$ cat config.mk
export PLATFORM = sky130hd
export DESIGN_NAME = adc_acq_ctrl
export DESIGN_NICKNAME = d
export VERILOG_FILES = /design/src/rtl/adc_acq_ctrl.sv
export SDC_FILE = /design/constraint.sdc
export NUM_CORES = 1
export LEC_CHECK = 0
export CORE_MARGIN = 1.5
export CORE_UTILIZATION = 45
export DETAILED_ROUTE_END_ITERATION = 6
export MAX_ROUTING_LAYER = met4
export PLACE_DENSITY = 0.66
export SYNTH_ARGS = -nofsm -noshare
export SYNTH_HDL_FRONTEND = slang
export SYNTH_SLANG_ARGS = --single-unit
$ cat constraint.sdc
create_clock -name fpga_clk -period 6.9 [get_ports fpga_clk]
set_clock_uncertainty 0.15 [all_clocks]
set_input_delay 1.035 -clock fpga_clk [delete_from_list [all_inputs] [get_ports fpga_clk]]
set_output_delay 1.035 -clock fpga_clk [all_outputs]
set_load 0.005 [all_outputs]
$ cat src/rtl/adc_acq_ctrl.sv
// Acquisition controller for a serial CNV/SCLK/SDO ADC: paces conversions inside each
// adc_en window, accumulates samples and hands one tagged result to readout.
module adc_acq_ctrl #(
    parameter int CLK_DIV       = 4,
    parameter int CONV_CYCLES   = 100,
    parameter int ADC_BITS      = 16,
    parameter int SAMPLE_PERIOD = 1000,
    parameter int ACC_BITS      = 32
) (
    input  logic                fpga_clk,
    input  logic                sys_init_ctrl,
    input  logic                adc_en,
    input  logic [3:0]          rf_sw,
    input  logic [9:0]          rot_count,
    output logic                adc_cnv,
    output logic                adc_sclk,
    input  logic                adc_sdo,
    output logic                res_valid,
    input  logic                res_ready,
    output logic [ACC_BITS-1:0] res_sum,
    output logic [15:0]         res_n,
    output logic [3:0]          res_ch,
    output logic [9:0]          res_rot,
    output logic                overrun,
    output logic [1:0]          o_dbg_state
);

    localparam int PW = (SAMPLE_PERIOD > 1) ? $clog2(SAMPLE_PERIOD) : 1;
    localparam int CW = $clog2(CONV_CYCLES + 1);
    localparam int DW = $clog2(CLK_DIV + 1);
    localparam int BW = $clog2(ADC_BITS + 1);

    localparam logic [PW-1:0] P_LAST    = PW'(SAMPLE_PERIOD - 1);
    localparam logic [CW-1:0] CONV_LAST = CW'(CONV_CYCLES - 1);
    localparam logic [DW-1:0] DIV_LAST  = DW'(CLK_DIV - 1);
    localparam logic [BW-1:0] BIT_LAST  = BW'(ADC_BITS - 1);

    typedef enum logic [1:0] {S_IDLE, S_CONV, S_READ, S_ACC} state_t;

    state_t                r_state;
    logic                  r_win_open;
    logic                  r_first;
    logic                  r_deliver;
    logic [PW-1:0]         r_pcnt;
    logic [CW-1:0]         r_cnt;
    logic [DW-1:0]         r_div;
    logic [BW-1:0]         r_bit;
    logic [ADC_BITS-1:0]   r_shift;
    logic [ACC_BITS-1:0]   r_sum;
    logic [15:0]           r_n;
    logic [3:0]            r_ch;
    logic [9:0]            r_rot;
    logic                  r_cnv;
    logic                  r_sclk;
    logic                  r_res_valid;
    logic [ACC_BITS-1:0]   r_res_sum;
    logic [15:0]           r_res_n;
    logic [3:0]            r_res_ch;
    logic [9:0]            r_res_rot;
    logic                  r_overrun;
    logic [ACC_BITS:0]     w_sum_ext;

    assign w_sum_ext = {1'b0, r_sum} + (ACC_BITS + 1)'(r_shift);

    // res_valid/res_ready: a result is offered while res_valid=1, its fields are held
    // stable, and it is consumed on any edge where res_valid && res_ready are both high.
    always_ff @(posedge fpga_clk) begin
        if (sys_init_ctrl) begin
            r_state     <= S_IDLE;
            r_win_open  <= 1'b0;
            r_first     <= 1'b0;
            r_deliver   <= 1'b0;
            r_pcnt      <= '0;
            r_cnt       <= '0;
            r_div       <= '0;
            r_bit       <= '0;
            r_shift     <= '0;
            r_sum       <= '0;
            r_n         <= '0;
            r_ch        <= '0;
            r_rot       <= '0;
            r_cnv       <= 1'b0;
            r_sclk      <= 1'b0;
            r_res_valid <= 1'b0;
            r_res_sum   <= '0;
            r_res_n     <= '0;
            r_res_ch    <= '0;
            r_res_rot   <= '0;
            r_overrun   <= 1'b0;
        end else begin
            if (r_res_valid && res_ready) begin
                r_res_valid <= 1'b0;
            end

            r_deliver <= 1'b0;
            if (r_deliver) begin
                if (r_res_valid) begin
                    r_overrun <= 1'b1;
                end else begin
                    r_res_valid <= 1'b1;
                    r_res_sum   <= r_sum;
                    r_res_n     <= r_n;
                    r_res_ch    <= r_ch;
                    r_res_rot   <= r_rot;
                end
            end

            if (r_win_open) begin
                r_pcnt <= (r_pcnt == P_LAST) ? '0 : r_pcnt + 1'b1;
            end

            case (r_state)
                S_IDLE: begin
                    if (!r_win_open) begin
                        if (adc_en) begin
                            r_win_open <= 1'b1;
                            r_first    <= 1'b1;
                            r_ch       <= rf_sw;
                            r_rot      <= rot_count;
                            r_sum      <= '0;
                            r_n        <= '0;
                            r_pcnt     <= '0;
                        end
                    // r_first guarantees the opening sample even for a 1-cycle adc_en pulse
                    end else if (r_pcnt == '0 && (adc_en || r_first)) begin
                        r_state <= S_CONV;
                        r_cnv   <= 1'b1;
                        r_cnt   <= '0;
                        r_first <= 1'b0;
                    end else if (!adc_en) begin
                        r_win_open <= 1'b0;
                        r_deliver  <= 1'b1;
                    end
                end
                S_CONV: begin
                    if (r_cnt == CONV_LAST) begin
                        r_state <= S_READ;
                        r_cnv   <= 1'b0;
                        r_sclk  <= 1'b0;
                        r_div   <= '0;
                        r_bit   <= '0;
                    end else begin
                        r_cnt <= r_cnt + 1'b1;
                    end
                end
                S_READ: begin
                    if (r_div == DIV_LAST) begin
                        r_div <= '0;
                        if (!r_sclk) begin
                            r_sclk  <= 1'b1;
                            r_shift <= {r_shift[ADC_BITS-2:0], adc_sdo};
                        end else begin
                            r_sclk <= 1'b0;
                            if (r_bit == BIT_LAST) begin
                                r_state <= S_ACC;
                            end else begin
                                r_bit <= r_bit + 1'b1;
                            end
                        end
                    end else begin
                        r_div <= r_div + 1'b1;
                    end
                end
                S_ACC: begin
                    r_sum   <= w_sum_ext[ACC_BITS] ? '1 : w_sum_ext[ACC_BITS-1:0];
                    r_n     <= (r_n == 16'hFFFF) ? r_n : r_n + 16'd1;
                    r_state <= S_IDLE;
                end
                default: r_state <= S_IDLE;
            endcase
        end
    end

    assign adc_cnv     = r_cnv;
    assign adc_sclk    = r_sclk;
    assign res_valid   = r_res_valid;
    assign res_sum     = r_res_sum;
    assign res_n       = r_res_n;
    assign res_ch      = r_res_ch;
    assign res_rot     = r_res_rot;
    assign overrun     = r_overrun;
    assign o_dbg_state = r_state;

endmodule

==> metrics.md, run 1 <==
| Metric | Value |
|---|---|
| Status | `finished, final reports clean` |
| GR Util All Layers | `0.214` |
| CP Max Fanout | `16` |
| Initial DRC count | `459` |
| RSZ-0062 raised after global routing | `no` |
| #FFs+latches synth | `174` |
| Syn Nets | `around 1000` |
| Max VDD drop | `approximately 0.00018 V` |
| Resized Gates After CTS | `0` |
| Die height | `between 100 and 150 µm` |
| R2R Path End | `r_sum[22]` |
| Hold_sp | `res_sum[20]` |
| Primary FF master, synth | `dfxtp_1` |
| Initial antenna violation count | `0` |
| Maximum clock insertion buffer count | `2` |
| Row count | `47` |
| Endpoint, Worst Hold | `res_sum[20]` |
| Fin nets | `~1100` |
| Final Util | `0.560` |
| Port Buf Inserts | `86` |
| Final Max Slew Viols | `0` |
| Fin crit period | `roughly 3400 ps` |
| Yosys warns | `0` |
| Detailed Routing Iterations Pass 1 | `5` |
| Routability Congestion | `0.929` |
| Root Buffer | `clkbuf_16` |
| Fmax | `roughly 290 MHz` |
| Die area | `between 15000 and 20000 µm²` |
| Setup_tns | `0 ps` |
| Io pins | `87` |
| Synthesized area | `a little under 8000 µm²` |
| Final setup viols | `0` |
| Rel. slew slack | `0.395` |
| Post-synth EDFFs | `0` |
| Worst EP required | `slightly above 7000 ps` |
| Worst Max-Slew Pin Slew | `between 900 and 1000 ps` |
| TritonCTS buffer count | `17` |
| DRC viols | `0` |
| Share of layout cells above drive strength 1 | `0.0475` |
| Worst EP arrival | `approximately 3600 ps` |
| First-pass GRT wire length | `approximately 30000 µm` |
| Clk slew on worst S/H paths | `70 ps` |
| DRT Wirelength | `between 15000 and 20000 µm` |
| Pleak | `about 3.2 nW` |
| Die width | `134 µm` |
| Total core area | `16700 µm²` |
| Hold WS | `between 300 and 400 ps` |
| Final Hold Fails | `0` |
| CTS tree | `done` |
| Crit path kind | `input pin to register` |
| R2R Setup Slk | `~3500 ps` |
| Final antenna-violating net count | `0` |
| Hpwl dp | `between 10000 and 15000 µm` |
| Max-cap violations | `0` |
| Layout area overhead | `20.2%` |
| CTS Sinks | `between 150 and 200` |
| Post-Synthesis Cells | `slightly below 1000` |
| Setup crit end kind | `register` |
| Pwr dens | `250 nW/µm²` |
| Number of diodes | `0` |
| Syn Area/Cell | `between 7 and 8 µm²` |
| Hold Path Stages | `2` |
| Vias/cell | `5.35` |
| Starting density of the core | `0.465` |
| Critical Path Start Type | `input pin` |
| Post-CTS Hold Buffers | `0` |
| Hold WC Path Type | `register to register` |
| R2r startpoint | `r_shift[0]` |
| PnR Total Power | `2.34 mW` |
| Per-cell routed wire length | `~14 µm` |
| Via count | `just under 7000` |
| CTS H-tree lvls | `4` |
| Vias in the first global route | `~6200` |
| Yosys cell types | `61` |
| Gr ovfl total | `0` |
| Post-synthesis sequential area ratio | `0.448` |
| Largest net degree at the start of global routing | `63` |
| Post-CTS setup buffer count | `0` |
| Worst Reg-to-Reg Cells | `9` |
| Clock Latency Late Sink | `440 ps` |
| Ys async rst share | `0` |
| Final Cycle Share | `0.499` |
cell usage in the layout, fill, tap and decap left out, types with 5 or more instances in the layout:
| cell | n |
|---|---|
| nand3_1 | 26 |
| a21o_1 | 7 |
| o21ai_1 | 6 |
| or3_1 | 6 |
| ha_1 | 27 |
| nor3_1 | 19 |
| a21oi_1 | 143 |
| and3_1 | 11 |
| nand2_1 | 243 |
| clkbuf_16 | 17 |
| nor2_1 | 59 |
| nand2b_1 | 7 |
| dfxtp_1 | 174 |
| clkdlybuf4s50_1 | 85 |
| inv_1 | 18 |
| o21ai_0 | 30 |
| buf_4 | 10 |
| xor2_1 | 25 |
| nor4_1 | 5 |
| o211ai_1 | 6 |
| a211oi_1 | 7 |
| nand4_1 | 18 |
| a31oi_1 | 7 |
| xnor2_1 | 15 |
| inv_8 | 5 |
cells in the mapped netlist, types with 7 or more instances:
library cell  count  area (µm²)
a211oi_1          7        52.6
a21o_1            7        52.6
a21oi_1         143         716
a31oi_1           7        43.8
and3_1           11        68.8
clkbuf_1         47         176
dfxtp_1         174        3480
ha_1             27         338
inv_1            18        67.6
nand2_1         243         912
nand2b_1          8        50.1
nand3_1          26         130
nand4_1          18         113
nor2_1           59         221
nor3_1           19        95.1
o21ai_0          30         150
xnor2_1          15         131
xor2_1           25         219
power breakdown:
group | internal (mW) | switching, mW | leakage [nW]
sequential | 1.04 | 0.0292 | 1.40
clock | 0.512 | 0.440 | 0.277
combinational | 0.109 | 0.211 | 1.55
total | 1.66 | 0.680 | 3.23
layer usage:
metal	vias up	track usage	part of all wire
met4	0	0.0741	0.018
met3	27	0.0363	0.038
li1	3497	-	-
met5	-	-	0
met2	141	0.322	0.45
met1	3151	0.292	0.49
cells by family after synthesis:
logic type      count (synthesis)  synth area share
simple gates                  423             0.241
flops                         174             0.448
xor+xnor                       40            0.0451
fa+ha+maj                      28            0.0460
mux                             4           0.00515
compound gates                239             0.177
buf+inv                        73            0.0372
worst max path at each step:
stage / start / cells after the start / end
final: adc_en / 9 / r_n[13]
after global routing: r_shift[0] / 9 / r_sum[28]
after CTS: adc_en / 9 / r_n[13]
after detailed placement: adc_en / 9 / r_n[13]
after global placement: adc_en / 8 / r_n[9]
after floorplan: adc_en / 6 / r_n[12]
area by class of cell:
class                   instances  area [µm²]
clock buffers                  18         429
repair buffers                 95         926
clock inverters                14         153
fillers                      1622        7360
inverters                      18        67.6
multi-input cells             734        4010
well taps                     220         275
flip-flops and latches        174        3480
registers in the layout, summed over array words and instances (netlist names), 2 cells and up:
signal,cells
r_sum,32
r_rot,10
r_pcnt,10
r_n,16
res_ch,4
res_sum,32
res_rot,10
res_n,16
o_dbg_state,2
r_cnt,7
r_div,3
r_bit,5
r_shift,16
r_ch,4
through the flow:
stage / worst slack, ps / instance area (µm²) / instances
2_1_floorplan: 4130 / 7770 / 981
3_3_place_gp: 3040 / 8760 / 1241
3_5_place_dp: 2970 / 8760 / 1241
4_1_cts: 3440 / 9350 / 1273
5_1_grt: 3150 / 9350 / 1273
6_report: 3450 / 9350 / 1273
worst max-delay path, stage by stage:
cell and delay, ps:
clkdlybuf4s50_1 530, nand3b_1 450, o21ai_1 220, buf_4 240, o41a_1 290, nand4_1 330
nor3_1 300, xnor2_1 150, nor2_1 50
No activity file was read; power rests on OpenSTA's default activity.
==> run 2, diff against run 1 <==
Settings changed: PLACE_DENSITY 0.66 to 0.69.
Clock period 6.9 ns to 3.15 ns, I/O delays scaled along.
==> metrics.md, run 2 (synthesis gave the netlist of run 1 again) <==
| Metric | Value |
|---|---|
| Die width | `134 µm (unchanged)` |
| Hold_sp | `res_n[6] (was res_sum[20])` |
| Worst EP arrival | `3020 ps (was 3620 ps)` |
| TritonCTS buffer count | `17 (unchanged)` |
| Number of diodes | `0 (unchanged)` |
| Crit path kind | `register to register (was input pin to register)` |
| Hold Path Stages | `2 (unchanged)` |
| Vias in the first global route | `6330 (was 6204)` |
| Fillers | `1565 (was 1622)` |
| Hpwl dp | `12400 µm (was 12200 µm)` |
| Share of layout cells above drive strength 1 | `0.0617 (was 0.0475)` |
| Root Buffer | `clkbuf_16 (unchanged)` |
| Fmax | `349 MHz` |
| Max-cap violations | `0 (unchanged)` |
| Die area | `18100 µm² (unchanged)` |
| Hold WS | `302 ps (was 303 ps)` |
| Fin nets | `1103 (was 1087)` |
| Critical Path Start Type | `register (was input pin)` |
| Die height | `134 µm (unchanged)` |
| CP Max Fanout | `7 (was 16)` |
| DRC viols | `0 (unchanged)` |
| Detailed Routing Iterations Pass 1 | `7 (was 5)` |
| Per-cell routed wire length | `14.1 µm (was 14.2 µm)` |
| RSZ-0062 raised after global routing | `no (unchanged)` |
| Setup crit end kind | `register (unchanged)` |
| R2R Setup Slk | `280 ps (was 3480 ps)` |
| CTS H-tree lvls | `4 (unchanged)` |
| Post-CTS setup buffer count | `0 (unchanged)` |
| Gr ovfl total | `0 (unchanged)` |
| Worst Max-Slew Pin Slew | `853 ps (was 900 ps)` |
| Layout area overhead | `22.4% (was 20.2%)` |
| Worst Reg-to-Reg Cells | `10 (was 9)` |
| Io pins | `87 (unchanged)` |
| Initial DRC count | `442 (was 459)` |
| Port Buf Inserts | `86 (unchanged)` |
| CTS tree | `done (unchanged)` |
| Starting density of the core | `0.465 (unchanged)` |
| Max VDD drop | `0.000389 V (was 0.000181 V)` |
| Clock Latency Late Sink | `430 ps (was 440 ps)` |
| Final Max Slew Viols | `0 (unchanged)` |
| R2r startpoint | `r_shift[0] (unchanged)` |
| Final Cycle Share | `0.911` |
| Endpoint, Worst Hold | `res_n[6] (was res_sum[20])` |
| Final antenna-violating net count | `0 (unchanged)` |
| Initial antenna violation count | `0 (unchanged)` |
| Worst EP required | `3300 ps (was 7080 ps)` |
| Clk slew on worst S/H paths | `70 ps (about the same)` |
| Rel. slew slack | `0.429 (was 0.395)` |
| PnR Total Power | `5.19 mW (was 2.34 mW)` |
| Pwr dens | `545 nW/µm² (was 250 nW/µm²)` |
| R2R Path End | `r_sum[18] (was r_sum[22])` |
| CTS Sinks | `174 (unchanged)` |
| Total core area | `16700 µm² (unchanged)` |
| Most frequent cells in the layout | `nand2_1 (243), dfxtp_1 (174), a21oi_1 (143) (unchanged)` |
| Vias/cell | `5.35 (about the same)` |
| Most common cell after layout, fill and taps aside | `nand2_1 (unchanged)` |
| Resized Gates After CTS | `0 (unchanged)` |
| Routability Congestion | `0.895 (was 0.929)` |
| Setup_tns | `0 ps (unchanged)` |
| Largest net degree at the start of global routing | `50 (was 63)` |
| Final Hold Fails | `0 (unchanged)` |
| Status | `finished, final reports clean (unchanged)` |
| Maximum clock insertion buffer count | `2 (unchanged)` |
| DRT Wirelength | `18200 µm (was 18100 µm)` |
| GR Util All Layers | `0.213 (was 0.214)` |
| Via count | `6897 (was 6816)` |
| Final setup viols | `0 (unchanged)` |
| Pleak | `3.33 nW (was 3.23 nW)` |
| Row count | `47 (unchanged)` |
| Hold WC Path Type | `register to register (unchanged)` |
| First-pass GRT wire length | `30400 µm (was 30600 µm)` |
| Post-CTS Hold Buffers | `0 (unchanged)` |
| Fin crit period | `between 2000 and 3000 ps` |
## run 2: cell count changes in the layout (fill, tap and decap cells not counted)
cell / previous run / this run
buf_12: 0 / 3
buf_4: 10 / 23
bufinv_16: 1 / 2
clkbuf_8: 0 / 1
clkinv_4: 4 / 3
inv_6: 1 / 5
inv_8: 5 / 0
## run 2: power by group
group / switching (mW) / internal (mW) / total [mW]
sequential: 0.0593 / 2.27 / 2.33
clock: 0.901 / 1.21 / 2.11
combinational: 0.478 / 0.276 / 0.754
## run 2: worst max path at each step
stage | depth (start not counted) | startpoint | slack (ps) | end
2_1_floorplan | 10 | r_shift[0] | 450 | r_sum[22]
3_3_place_gp | 10 | r_shift[0] | 360 | r_sum[29]
3_5_place_dp | 8 | adc_en | 310 | r_n[13]
4_1_cts | 10 | r_shift[0] | 310 | r_sum[18]
5_1_grt | 10 | r_shift[0] | 100 | r_sum[29]
6_report | 10 | r_shift[0] | 280 | r_sum[18]
## run 2: per-stage QoR
step / setup slack (ps) / cells / area (µm²) / util
after floorplan: 452 / 981 / 7770 / -
after global placement: 364 / 1257 / 8920 / 0.534
after detailed placement: 312 / 1257 / 8920 / 0.534
after CTS: 307 / 1289 / 9520 / 0.570
after global routing: 98.4 / 1289 / 9520 / 0.570
final: 281 / 1289 / 9520 / 0.570
## run 2: area by class of cell
type	count	area, µm²	area share
clock buffer	19	443	0.0465
clock inverter	13	153	0.0160
inverter	18	67.6	0.00710
multi-input combinational	734	4010	0.422
sequential	174	3480	0.366
tap	220	275	0.0289
timing repair buffer	111	1080	0.114
## run 2: critical path, stage by stage, from the launching register on
cell	delay [ps]
dfxtp_1	330
ha_1	230
fa_1	440
a211oi_1	270
o21ai_1	200
o2111ai_1	290
nand3_1	130
buf_4	170
and2_1	210
a41oi_1	250
nor3_1	60
## run 2: layer usage
| metal | vias up | wire length [µm] | share of wire | global-route usage |
|---|---|---|---|---|
| met3 | 16 | 744 | 0.041 | 0.0378 |
| met2 | 146 | 8260 | 0.45 | 0.328 |
| met4 | 0 | 241 | 0.013 | 0.0657 |
| met5 | - | 0 | 0 | - |
| met1 | 3201 | 8980 | 0.49 | 0.286 |
| li1 | 3534 | - | - | - |
